==> config.mk <==
export PLATFORM = sky130hd
export DESIGN_NAME = fifo_pair_reader_flat
export DESIGN_NICKNAME = d
export VERILOG_FILES = /design/src/rtl/fifo_pair_reader_if.sv /design/src/rtl/fifo_pair_reader.sv /design/src/flat_wrapper.sv
export SDC_FILE = /design/constraint.sdc
export NUM_CORES = 1
export LEC_CHECK = 0
export CAP_MARGIN = 20
export CELL_PAD_IN_SITES_DETAIL_PLACEMENT = 1
export CELL_PAD_IN_SITES_GLOBAL_PLACEMENT = 1
export CORE_ASPECT_RATIO = 0.75
export CORE_MARGIN = 3
export CORE_UTILIZATION = 35
export DETAILED_ROUTE_END_ITERATION = 8
export GPL_ROUTABILITY_DRIVEN = 0
export PLACE_DENSITY = 0.78
export SYNTH_ARGS = -nofsm -noshare
export SYNTH_HDL_FRONTEND = slang
export SYNTH_SLANG_ARGS = --single-unit
==> constraint.sdc <==
create_clock -name clk -period 2.84 [get_ports clk]
set_input_delay 0.568 -clock clk [delete_from_list [all_inputs] [get_ports clk]]
set_output_delay 0.568 -clock clk [all_outputs]
set_load 0.1 [all_outputs]
==> src/rtl/fifo_pair_reader_if.sv <==
// Bundles the FIFO read port and the single-lane output stream of the pair reader.
// master = the reader itself, slave = the FIFO/FIR side driving it.
interface fifo_pair_reader_if #(
   parameter int DWIDTH = 24
);
   logic              fifo_empty;
   logic [DWIDTH-1:0] fifo_data1;
   logic [DWIDTH-1:0] fifo_data2;
   logic              fifo_rd;
   logic              out_valid;
   logic              out_ready;
   logic [DWIDTH-1:0] out_data;
   logic              out_chan;

   modport master (
      input  fifo_empty, fifo_data1, fifo_data2, out_ready,
      output fifo_rd, out_valid, out_data, out_chan
   );

   modport slave (
      output fifo_empty, fifo_data1, fifo_data2, out_ready,
      input  fifo_rd, out_valid, out_data, out_chan
   );
endinterface

==> src/rtl/fifo_pair_reader.sv <==
// Pops {data1, data2} pairs from the dual-channel FIFO and serialises them onto one
// valid/ready lane, channel 1 then channel 2, with no bubble between back-to-back pairs.
module fifo_pair_reader #(
   parameter int DWIDTH  = 24,
   parameter int COUNT_W = 16
) (
   input  logic                clk,
   input  logic                rst,
   input  logic                flush,
   fifo_pair_reader_if.master  bus,
   output logic [COUNT_W-1:0]  pair_count,
   output logic                busy
);

   typedef enum logic [1:0] {IDLE, CH1, CH2} state_t;

   state_t              state_q, state_d;
   logic [DWIDTH-1:0]   hold1_q, hold1_d;
   logic [DWIDTH-1:0]   hold2_q, hold2_d;
   logic [DWIDTH-1:0]   out_data_q, out_data_d;
   logic                out_valid_q, out_valid_d;
   logic                out_chan_q, out_chan_d;
   logic [COUNT_W-1:0]  count_q, count_d;
   logic                pop;

   always_comb begin
      pop = ~rst & ~flush & ~bus.fifo_empty &
            ((state_q == IDLE) | ((state_q == CH2) & bus.out_ready));

      state_d = state_q;
      hold1_d = hold1_q;
      hold2_d = hold2_q;
      count_d = count_q;

      if (pop) begin
         hold1_d = bus.fifo_data1;
         hold2_d = bus.fifo_data2;
      end

      if (flush) begin
         state_d = IDLE;
      end else begin
         case (state_q)
            IDLE: if (pop) state_d = CH1;
            CH1:  if (bus.out_ready) state_d = CH2;
            CH2: begin
               if (bus.out_ready) begin
                  count_d = count_q + COUNT_W'(1);
                  state_d = bus.fifo_empty ? IDLE : CH1;
               end
            end
            default: state_d = IDLE;
         endcase
      end

      // Outputs are registered from the next state so each beat appears the cycle after its decision.
      out_valid_d = (state_d != IDLE);
      out_chan_d  = (state_d == CH2);
      case (state_d)
         CH1:     out_data_d = hold1_d;
         CH2:     out_data_d = hold2_d;
         default: out_data_d = '0;
      endcase
   end

   always_ff @(posedge clk) begin
      if (rst) begin
         state_q     <= IDLE;
         hold1_q     <= '0;
         hold2_q     <= '0;
         count_q     <= '0;
         out_valid_q <= 1'b0;
         out_chan_q  <= 1'b0;
         out_data_q  <= '0;
      end else begin
         state_q     <= state_d;
         hold1_q     <= hold1_d;
         hold2_q     <= hold2_d;
         count_q     <= count_d;
         out_valid_q <= out_valid_d;
         out_chan_q  <= out_chan_d;
         out_data_q  <= out_data_d;
      end
   end

   assign bus.fifo_rd   = pop;
   assign bus.out_valid = out_valid_q;
   assign bus.out_data  = out_data_q;
   assign bus.out_chan  = out_chan_q;
   assign pair_count    = count_q;
   assign busy          = (state_q != IDLE);

endmodule

==> src/flat_wrapper.sv <==
// flat-port wrapper written by rule: the top's interface ports become plain ports
module fifo_pair_reader_flat 
#(
   parameter int DWIDTH  = 24,
   parameter int COUNT_W = 16
)
  (clk, rst, flush, pair_count, busy, bus_fifo_empty, bus_fifo_data1, bus_fifo_data2, bus_out_ready, bus_fifo_rd, bus_out_valid, bus_out_data, bus_out_chan);
  fifo_pair_reader_if #(.DWIDTH(DWIDTH)) bus_i ();
  input  logic clk;
  input  logic rst;
  input  logic flush;
  output logic [COUNT_W-1:0] pair_count;
  output logic busy;
  input wire logic [$bits(bus_i.fifo_empty)-1:0] bus_fifo_empty;
  input wire logic [$bits(bus_i.fifo_data1)-1:0] bus_fifo_data1;
  input wire logic [$bits(bus_i.fifo_data2)-1:0] bus_fifo_data2;
  input wire logic [$bits(bus_i.out_ready)-1:0] bus_out_ready;
  output wire logic [$bits(bus_i.fifo_rd)-1:0] bus_fifo_rd;
  output wire logic [$bits(bus_i.out_valid)-1:0] bus_out_valid;
  output wire logic [$bits(bus_i.out_data)-1:0] bus_out_data;
  output wire logic [$bits(bus_i.out_chan)-1:0] bus_out_chan;
  assign bus_i.fifo_empty = bus_fifo_empty;
  assign bus_i.fifo_data1 = bus_fifo_data1;
  assign bus_i.fifo_data2 = bus_fifo_data2;
  assign bus_i.out_ready = bus_out_ready;
  assign bus_fifo_rd = bus_i.fifo_rd;
  assign bus_out_valid = bus_i.out_valid;
  assign bus_out_data = bus_i.out_data;
  assign bus_out_chan = bus_i.out_chan;
  fifo_pair_reader #(.DWIDTH(DWIDTH), .COUNT_W(COUNT_W)) u_core (.clk(clk), .rst(rst), .flush(flush), .bus(bus_i), .pair_count(pair_count), .busy(busy));
endmodule
Yosys cells after proc, flatten, opt, wreduce, memory -nomap -nowiden

Cells that the tools add are included.
Widths: inputs -> output; s select.

Flip-flop bits (word level): 92
Logic and storage cells: 33

$add $sub $neg: 1
Equal/unequal tests: 4
Multiplexer cells: 9
Bitwise operators: 8
Reduce and logical (&&, ||, !) cells: 4

Operators with widths:

| kind                  | count |
|---|---|
| $mux 24               | 2 |
| $pmux 24 s2           | 1 |
| $add 16x1->16 const B | 1 |
| $mux 2                | 4 |
| $pmux 2 s3            | 1 |
| $and 1x1->1           | 4 |
| $eq 2x1->1 const B    | 2 |
| $eq 2x2->1 const B    | 2 |
| $reduce_bool 2->1     | 2 |
| $not 1->1             | 3 |
| $reduce_and 3->1      | 1 |
| $logic_not 2->1       | 1 |
| $mux 1                | 1 |
| $or 1x1->1            | 1 |

Logic depth before layout (Yosys ltp)

Gate-level depths: netlist (run 1).

Depth after elaboration: 9
Gate-level depth with buffers: 9
Gate-level depth less buffers: 7

Worst setup path after synthesis (run 1)

Ideal clock, no wire load.

Kind: in2reg
Start: input rst
End: register u_core.out_data_q[10], in the netlist u_core.bus.out_data[10]
Setup time: 0.137 ns
Arrival time: 2.278 ns
Slack: 0.426 ns
Cell stages on the path: 9
Path through: clkbuf_1 > or3_1 > a21oi_1 > o21bai_1 > ha_1 > nor2b_1 > nand2_1 > clkbuf_1 > o22ai_1

Word-level cells in the longest chain between the ends: 9
Elaborated cells between the ends (all ways): 12
Classes of those cells: 2 x eq/ne; 6 x mux; 4 x bitwise

RTL lines:

| what                                     | RTL line               | source |
|---|---|---|
| start: declaration                       | flat_wrapper.sv:10     | `input logic rst;` |
| $not 1->1                                | fifo_pair_reader.sv:27 | `pop = ~rst & ~flush & ~bus.fifo_empty &` |
| $and 1x1->1 (3 in a row)                 | fifo_pair_reader.sv:27 |  |
| $mux 2                                   | fifo_pair_reader.sv:44 | `IDLE: if (pop) state_d = CH1;` |
| $pmux 2 s3                               | fifo_pair_reader.sv:43 | `case (state_q)` |
| $mux 2                                   | fifo_pair_reader.sv:40 | `if (flush) begin` |
| $eq 2x2->1 or $eq 2x1->1 (tied branches) | fifo_pair_reader.sv:59 | `case (state_d)` |
| $pmux 24 s2                              | fifo_pair_reader.sv:59 |  |
| end signal: assignment                   | fifo_pair_reader.sv:82 | `out_data_q <= out_data_d;` |
| end: declaration                         | fifo_pair_reader.sv:20 | `logic [DWIDTH-1:0] out_data_q, out_data_d;` |

Several ways; a longest one is shown, not always the timed one.
A chain may end at the register's enable or synchronous reset.

Final worst setup path (run 1)

Start: input flush
End: output bus_fifo_rd

Word-level cells in the longest chain between the ends: 4

RTL lines:

| what                     | RTL line               | source |
|---|---|---|
| start: declaration       | flat_wrapper.sv:11     | `input logic flush;` |
| $not 1->1                | fifo_pair_reader.sv:27 |  |
| $and 1x1->1 (3 in a row) | fifo_pair_reader.sv:27 |  |
| end: declaration         | flat_wrapper.sv:18     | `output wire logic [$bits(bus_i.fifo_rd)-1:0] bus_fifo_rd;` |

No other way between the ends.

==> reports/results.tsv, run 1 <==
stage	metric	value	unit
setup_path	critPathMaxFanout	5	
setup_path	path_class	in2out	
synthesis	syn-num-nets	379	
global_route	grt_pass1_vias	2814	
clocking	clockRootBuffer	clkbuf_16	
pwr	p_int	2060	uW
job	maxCapViolCount	0	
sta	rsz0062_at_grt	no	
floorplan	ios	97	
detailed_routing	highest_layer	met4	
pwr	p_per_area	569	mW/mm2
sta	finClkSkew	0.00417	ns
synthesis	syn_inst	321	
finish	finish.net_count	479	
finish	antenna_cells	0	
detailed_routing	postRouteAntennaNets	0	
clocking	post_cts_buffers	0	
setup_path	cp_slowest_cell	nor4_1	
global_route	grt_pass1_wl	14300	um
floorplan	die-area	0.0107	mm2
finish	drive_gt1_share	17.6	%
pwr	netSwitchingPower	582	uW
sta	fin_crit	2.60	ns
floorplan	rows	30	
sta	setup_viol	0	
clocking	cts_buffer_depth	2	
floorplan	die_h	90.2	um
synthesis	yosys.cell_types.count	35	
detailed_routing	wl_per_cell	15.8	um
clocking	htreeDepth	3	
synthesis	synth.cell_area	0.00331	mm2
global_route	grt_usage	16.9	%
detailed_routing	post-route-drc-count	0	
sta	tns	0	ns
detailed_routing	vias	2639	
detailed_routing	drt_first_pass_iters	4	
setup_path	crit_chain	clkdlybuf4s50_1 -> nor4_1 -> o21ai_4 -> inv_2 -> buf_12	
min_path	hp-class	reg2reg	
setup_path	crit_buf_inv	3	
floorplan	core	0.00912	mm2
sta	finalHoldViolations	0	
setup_path	crit_required	2.27	ns
pwr	p_seq_share	50.1	%
sta	tightest_slew	0.677	ns
detailed_routing	totalWireLength	8710	um
sta	post-route-period-util	91.6	%
pwr	clkPwrFrac	42.1	%
detailed_routing	avgViaCountPerCell	4.77	
finish	ff_latch_area	0.00184	mm2
finish	multiInputGateArea	0.00138	mm2
setup_path	critPathArrivalTime	2.03	ns
clocking	cts.sinks	92	
setup_path	start_kind	input pin	
synthesis	synth_commonest_cells	92 x dfxtp_1, 60 x nor2_1, 48 x mux2i_1, 24 x o22ai_1, 11 x clkbuf_1	
pwr	sw_frac_of_total	22.0	%
clocking	cts_tree	built	
detailed_routing	met1_length	4160	um
run_status	outcome	completed	
pwr	p_leak	0.00212	uW
clocking	post_cts_resized	0	
setup_path	slowest_delay	0.57	ns
clocking	cts_made_buffers	9	
detailed_routing	wl_met3	433	um
setup_path	cp_top_family	buffers and inverters	
synthesis	avgSynthCellArea	10.3	um2
synthesis	synth_area_leaders	dfxtp_1 56%, mux2i_1 15%, nor2_1 6.8%	
clocking	clk_latency	0.34	ns
placed_design	dpl.hpwl	6170	um
placed_design	port_buffers	96	
clocking	clk_pin_slew_worst_paths	0.06	ns
finish	fillers	1028	
synthesis	synth_ff_type	dfxtp_1	
floorplan	dieWidth	118	um
sta	fmax	384	MHz
synthesis	synth_top_area_share	55.7	%
detailed_routing	wl_met2	3990	um
synthesis	seq_area_frac_synth	55.7	%
floorplan	start_util	36.3	%
synthesis	yosysMostFrequentCell	dfxtp_1	
global_route	antenna_found_initial	0	
pwr	vdd_drop_max	327	uV
global_route	grt_start_max_net_pins	46	
setup_path	worstSetupEndpointType	output port	
pwr	pwr-share-comb	7.8	%
synthesis	synth_seq_cells	92	
finish	area.growth.synth_to_final	40.3	%
pwr	power	2640	uW
synthesis	synth-edff-count	0	
synthesis	synth_top_area_cell	dfxtp_1	
sta	relSlewSlack	54.9	%
detailed_routing	drt_iter0_drc	100	
global_route	overflow	0	
synthesis	async_reset_ff_share	0	%
clocking	cts.hold.buffers_added	0	
synthesis	synth.yosys.warnings	0	
sta	maxSlewViolCount	0	
## kinds of logic (layout without fill, tap and decap cells)
kind of cell,after synthesis,count (layout),synth area share [%]
and+or+nand+nor,104,104,15.1
DFF,92,92,55.7
muxes,48,48,14.5
AOI/OAI and AO/OA,41,41,7.49
buffers and inverters,22,126,2.99
xor gates and xnor gates,9,9,2.38
adders and majority gates,5,5,1.89
## per-stage QoR
step / cells / utilization [%] / hold slack [ns] / area [um2] / setup slack (ns)
finish: 553 / 50.9 / 0.487 / 4640 / 0.238
global route: 553 / 50.9 / 0.513 / 4640 / 0.157
CTS: 553 / 50.9 / 0.488 / 4640 / 0.215
detailed placement: 538 / 47.8 / 0.478 / 4360 / 0.136
global placement: 538 / 47.8 / 0.469 / 4360 / 0.178
floorplan: 321 / - / 0.460 / 3310 / 0.426
## worst min-delay path, delay by kind of cell, from the launching register on
kind / cells / cell delay, ns
AO/OA/AOI/OAI: 2 / 0.11
flip-flops: 1 / 0.32
## power by group through the flow
| stage | clock network (uW) | logic, uW | registers, uW |
|---|---|---|---|
| after global routing | 1190 | 225 | 1320 |
| after CTS | 1140 | 210 | 1320 |
| final | 1110 | 207 | 1320 |
| after detailed placement | 0 | 207 | 1350 |
| after global placement | 0 | 204 | 1350 |
| after floorplan | 0 | 91.9 | 1360 |
## final cells by class
type                    instances  area share (%)
flip-flops and latches         92            39.7
multi-input cells             207            29.7
repair buffers                107            20.8
clock buffers                  12            5.53
well taps                     128            3.45
clock inverters                 3           0.485
inverters                       4           0.323
## cells in the final DEF, fill, tap and decap left out, drive strengths merged, types with 2 or more instances in the layout
cell	count
a21oi	8
and2	2
buf	56
clkbuf	12
clkdlybuf4s50	51
clkinv	3
dfxtp	92
ha	5
inv	4
mux2i	48
nand2	9
nand3	7
nand4	7
nor2	60
nor2b	2
nor3	2
nor4	2
o21ai	4
o22ai	24
o31ai	3
or3	5
or4	3
xnor2	3
xor2	6
## state kept, by name, summed over array words and instances, names as in the netlist
| name | cells |
|---|---|
| u_core.bus.out_data | 24 |
| u_core.state_q | 2 |
| u_core.hold2_q | 24 |
| u_core.hold1_q | 24 |
| u_core.pair_count | 16 |
| u_core.bus.out_chan | 1 |
| u_core.bus.out_valid | 1 |
## final timing paths
| check | start | end | slack [ns] | depth (start not counted) |
|---|---|---|---|---|
| worst min-delay path | u_core.pair_count[15] | u_core.pair_count[15] | 0.49 | 2 |
| worst max-delay path | flush | bus_fifo_rd | 0.24 | 5 |
| worst min register to register | u_core.pair_count[15] | u_core.pair_count[15] | 0.49 | 2 |
| worst max register to register | u_core.state_q[1] | u_core.bus.out_data[14] | 0.72 | 8 |
## routing by layer
| layer | global-route usage [%] | vias to the layer above |
|---|---|---|
| li1 | - | 1321 |
| met1 | 21.4 | 1249 |
| met2 | 26.8 | 60 |
| met3 | 5.66 | 9 |
| met4 | 6.15 | 0 |
| met5 | 0 | - |
(Power assumes the default switching activity.)
==> run 2, diff against run 1 <==
--- a/config.mk
+++ b/config.mk
@@ -5,15 +5,15 @@
 export SDC_FILE = /design/constraint.sdc
 export NUM_CORES = 1
 export LEC_CHECK = 0
-export CAP_MARGIN = 20
 export CELL_PAD_IN_SITES_DETAIL_PLACEMENT = 1
 export CELL_PAD_IN_SITES_GLOBAL_PLACEMENT = 1
 export CORE_ASPECT_RATIO = 0.75
 export CORE_MARGIN = 3
-export CORE_UTILIZATION = 35
+export CORE_UTILIZATION = 37
+export CTS_BUF_LIST = sky130_fd_sc_hd__clkbuf_8
 export DETAILED_ROUTE_END_ITERATION = 8
 export GPL_ROUTABILITY_DRIVEN = 0
-export PLACE_DENSITY = 0.78
+export PLACE_DENSITY = 0.82
 export SYNTH_ARGS = -nofsm -noshare
 export SYNTH_HDL_FRONTEND = slang
 export SYNTH_SLANG_ARGS = --single-unit
==> constraint.sdc (replaced) <==
create_clock -name clk -period 2.84 [get_ports clk]
set_input_delay 0.568 -clock clk [delete_from_list [all_inputs] [get_ports clk]]
set_output_delay 0.568 -clock clk [all_outputs]
set_load 0.02 [all_outputs]
==> run 2 against run 1 <==
Compared with the run above: first-iteration DRC count is 14% higher; non-clock buffer count is the same; highest routed layer is now met5; combinational power fell by 7%.
==> reports/results.tsv, run 2 (synthesized netlist as in run 1, its figures left out) <==
stage	metric	value	unit
run_status	outcome	completed	
setup_path	crit_required	2.27	ns
clocking	clk_pin_slew_worst_paths	0.09	ns
pwr	p_leak	0.00199	uW
setup_path	critPathArrivalTime	1.83	ns
placed_design	dpl.cell_count	518	
sta	setup_viol	0	
setup_path	cp_top_family	buffers and inverters	
setup_path	start_kind	input pin	
detailed_routing	postRouteAntennaNets	0	
clocking	post_cts_resized	0	
detailed_routing	post-route-drc-count	0	
setup_path	worstSetupEndpointType	output port	
clocking	cts.sinks	92	
clocking	cts.hold.buffers_added	0	
clocking	cts_made_buffers	9	
global_route	grt_start_max_net_pins	67	
sta	finClkSkew	0.0129	ns
setup_path	r2r_slack	0.65	ns
setup_path	path_class	in2out	
sta	relSlewSlack	45.7	%
setup_path	crit_buf_inv	4	
finish	multiInputGateArea	0.00138	mm2
detailed_routing	drt_first_pass_iters	4	
floorplan	dieWidth	115	um
sta	finalHoldViolations	0	
finish	drive_gt1_share	7.75	%
global_route	grt_usage	18.0	%
global_route	antenna_found_initial	1	
detailed_routing	avgViaCountPerCell	5.08	
sta	setup_ws	0.439	ns
global_route	overflow	0	
floorplan	die_h	87.9	um
sta	rsz0062_at_grt	no	
finish	antenna_cells	0	
global_route	grt_pass1_wl	14200	um
detailed_routing	drt_iter0_drc	114	
setup_path	cp.depth	6	
floorplan	start_util	38.6	%
finish	final_cell_mix	94 x clkdlybuf4s50_1, 92 x dfxtp_1, 60 x nor2_1, 48 x mux2i_1, 24 x o22ai_1	
finish	final_common_cell	clkdlybuf4s50_1	
clocking	clk_latency	0.35	ns
finish	area.growth.synth_to_final	39.5	%
detailed_routing	totalWireLength	8840	um
finish	ff_latch_area	0.00184	mm2
pwr	p_per_area	509	mW/mm2
pwr	vdd_drop_max	235	uV
setup_path	r2r_cells	8	
sta	post-route-period-util	84.5	%
finish	finish.net_count	479	
sta	fin_crit	2.40	ns
min_path	min_path_cells	2	
finish	stdcell_count	534	
finish	fillers	964	
floorplan	die-area	0.0101	mm2
global_route	grt_pass1_vias	2831	
setup_path	slowest_delay	0.46	ns
sta	fmax	417	MHz
clocking	htreeDepth	3	
setup_path	cp_slowest_cell	clkdlybuf4s50_1	
placed_design	pre_cts_ws	0.0563	ns
sta	tightest_slew	0.815	ns
placed_design	port_buffers	96	
detailed_routing	vias	2715	
clocking	clockRootBuffer	clkbuf_8	
clocking	cts_buffer_depth	2	
floorplan	rows	29	
detailed_routing	wl_per_cell	16.6	um
min_path	hp-class	in2reg	
sta	maxSlewViolCount	0	
clocking	cts_tree	built	
job	maxCapViolCount	0	
sta	tns	0	ns
floorplan	core	0.00856	mm2
setup_path	crit_chain	clkdlybuf4s50_1 -> nor4_1 -> buf_4 -> o21ai_4 -> inv_2 -> dlymetal6s2s_1	
setup_path	critPathMaxFanout	3	
placed_design	dpl.hpwl	6300	um
clocking	post_cts_buffers	0	
floorplan	ios	97	
-- run 2: changes by cell type in the layout (fill, tap and decap cells not counted) --
cell	change
clkbuf_16	-9
clkbuf_1	-1
clkinv_2	-1
clkinv_4	-1
buf_12	-2
buf_4	-42
inv_8	+2
clkinvlp_4	+2
clkbuf_8	+8
inv_6	+1
clkdlybuf4s50_1	+43
dlymetal6s2s_1	+1
-- run 2: path summary, 6_finish.rpt --
| kind | start | endpoint |
|---|---|---|
| worst max-delay path | bus_fifo_empty | bus_fifo_rd |
| worst min-delay path | rst | u_core.pair_count[15] |
| worst max register to register | u_core.state_q[1] | u_core.bus.out_data[2] |
| worst min register to register | u_core.hold2_q[7] | u_core.hold2_q[7] |
-- run 2: layout make-up --
cell class / count / area share [%]
sequential: 92 / 39.9
clock inverter: 6 / 1.19
inverter: 4 / 0.325
multi-input combinational: 207 / 29.9
timing repair buffer: 107 / 22.8
clock buffer: 10 / 2.98
tap: 108 / 2.93
-- run 2: per-stage QoR --
step	instance area, um2	hold slack, ns	power, uW	utilization (%)
floorplan	3310	0.460	1440	-
global placement	4420	0.466	1540	51.7
detailed placement	4420	0.486	1540	51.7
CTS	4620	0.451	2390	53.9
global route	4620	0.463	2450	53.9
finish	4620	0.466	2350	53.9
-- run 2: per-layer routing --
layer	GRT usage [%]	routed length, um	vias up
li1	-	-	1321
met2	30.9	4260	72
met3	4.49	391	14
met4	5.97	136	2
met1	22.2	4050	1306
met5	0	7	-
-- run 2: power breakdown --
| part | internal (uW) | switching (uW) | leakage [uW] |
|---|---|---|---|
| logic | 107 | 84.5 | 0.00115 |
| clock network | 359 | 478 | 0.0000929 |
| registers | 1310 | 8.27 | 0.000744 |
==> patch (settings of run 1) <==
`COUNT_W` is set to 16 in 2 places; all go to 32.
--- a/src/rtl/fifo_pair_reader.sv
+++ b/src/rtl/fifo_pair_reader.sv
@@ -2,7 +2,7 @@
 // valid/ready lane, channel 1 then channel 2, with no bubble between back-to-back pairs.
 module fifo_pair_reader #(
    parameter int DWIDTH  = 24,
-   parameter int COUNT_W = 16
+   parameter int COUNT_W = 32
 ) (
    input  logic                clk,
    input  logic                rst,
--- a/src/flat_wrapper.sv
+++ b/src/flat_wrapper.sv
@@ -2,7 +2,7 @@
 module fifo_pair_reader_flat 
 #(
    parameter int DWIDTH  = 24,
-   parameter int COUNT_W = 16
+   parameter int COUNT_W = 32
 )
   (clk, rst, flush, pair_count, busy, bus_fifo_empty, bus_fifo_data1, bus_fifo_data2, bus_out_ready, bus_fifo_rd, bus_out_valid, bus_out_data, bus_out_chan);
   fifo_pair_reader_if #(.DWIDTH(DWIDTH)) bus_i ();
Ports: changed (resized pair_count); port bits go from 97 to 113. No check against the original RTL was run, so the function may have changed too.
==> patch against run 1 <==
Area after synthesis up 49%. First-iteration DRC count is 110% higher. Non-clock buffer count rose by 15. Combinational power rose by 16%. Power rose by 18%. Design area rose by 38%. Routed wire length rose by 68%. Sequential share of layout area decreased by 5.9 points. Synthesized cell count is 68% higher. Core utilization shrank 3.1 points. Sequential cell count rose by 16. Worst setup slack improved by 0.035 ns.
==> patch: results (changes against run 1) <==
- Post-DP HPWL: 9.83 mm (+59%)
- Synth unique cells: 44 (+26%)
- CP arrival: 2.83 ns (+0.80 ns)
- Avg Vias per Cell: 5.54 (+16%)
- CP Max Fanout: 10 (+5)
- Largest cells by area after synthesis: dfxtp_1, o21ba_2, a21boi_0
- DP Area: 6080 um2 (+39%)
- Delay-heaviest family, CP: simple AND/OR/NAND/NOR gates
- Run status: complete, no violations
- Slowest cell on crit path: clkdlybuf4s50_1
- Met2 WL: 6.71 mm (+68%)
- Total GRT Usage: 18.6% (+1.7 points)
- Measured slew at the worst slew-check pin: 0.805 ns (+0.128 ns)
- Syn_nets: 596 (+57%)
- LEAKAGE: 2.44 nW (+15%)
- Drt wl/cell: 18.2 um (+15%)
- First-pass GRT wire length: 23.2 mm (+62%)
- Seq/Total Area, Yosys: 43.9% (-12 points)
- Largest net degree at the start of global routing: 88 (+91%)
- GRT met1 Usage: 25.6% (+4.1 points)
- Vias in the first global route: 4563 (+62%)
- Post-synth top cells: dfxtp_1, and3_1, o21ai_0
- GRT met3 Usage: 3.86% (-1.8 points)
- Max VDD drop: 0.000294 V (-10%)
- Initial DRC Count: 209 (+110%)
- GRT met2 Usage: 29.8% (+3.0 points)
- Layout cells sized above 1: 23.4% (+5.8 points)
- Post-layout net count: 689 (+44%)
- Met3 routed WL: 691 um (+60%)
- Clock skew: 0.00850 ns (+0.00433 ns)
- DRT met1 WL: 7.11 mm (+71%)
[patch: stage by stage]
step           cells  utilization (%)  setup TNS, ns  setup slack [ns]
4_1_cts          807             47.8              0             0.296
2_1_floorplan    538                -              0             0.120
6_report         807             47.8              0             0.274
3_5_place_dp     791             45.4         -0.157           -0.0641
3_3_place_gp     791             45.4              0             0.182
5_1_grt          807             47.8              0             0.180
[patch: power breakdown]
part | internal [W] | total (W) | switching, W
combinational | 0.000130 | 0.000240 | 0.000110
clock | 0.000709 | 0.00134 | 0.000630
sequential | 0.00154 | 0.00154 | 0.00000705
total | 0.00238 | 0.00312 | 0.000747
[patch: worst min-delay path: stages, from the launching register on]
cell	delay, ns
dfxtp_1	0.33
o31ai_1	0.07
a21oi_1	0.05
[patch: cells by family after synthesis]
group,count (synthesis),share of synthesized area (%)
compound gates,215,30.0
simple gates,151,19.0
flops,108,43.9
buf+inv,49,3.92
xor+xnor,7,1.25
fa+ha+maj,5,1.27
mux,3,0.661
[patch: worst paths after layout]
| kind | startpoint | end | slack (ns) | depth (start not counted) |
|---|---|---|---|---|
| worst max-delay path | bus_out_ready | u_core.pair_count[17] | 0.27 | 6 |
| worst min register to register | u_core.pair_count[29] | u_core.pair_count[29] | 0.50 | 2 |
| worst min-delay path | u_core.pair_count[29] | u_core.pair_count[29] | 0.50 | 2 |
| worst max register to register | u_core.pair_count[3] | u_core.pair_count[17] | 0.62 | 4 |
[patch: area by class of cell]
cell class / instances / area [um2]
Clock buffer: 9 / 225
Clock inverter: 7 / 92.6
Fill cell: 1522 / 6980
Inverter: 9 / 33.8
Multi-Input combinational cell: 381 / 2580
Sequential cell: 108 / 2160
Tap cell: 171 / 214
Timing Repair Buffer: 122 / 1090
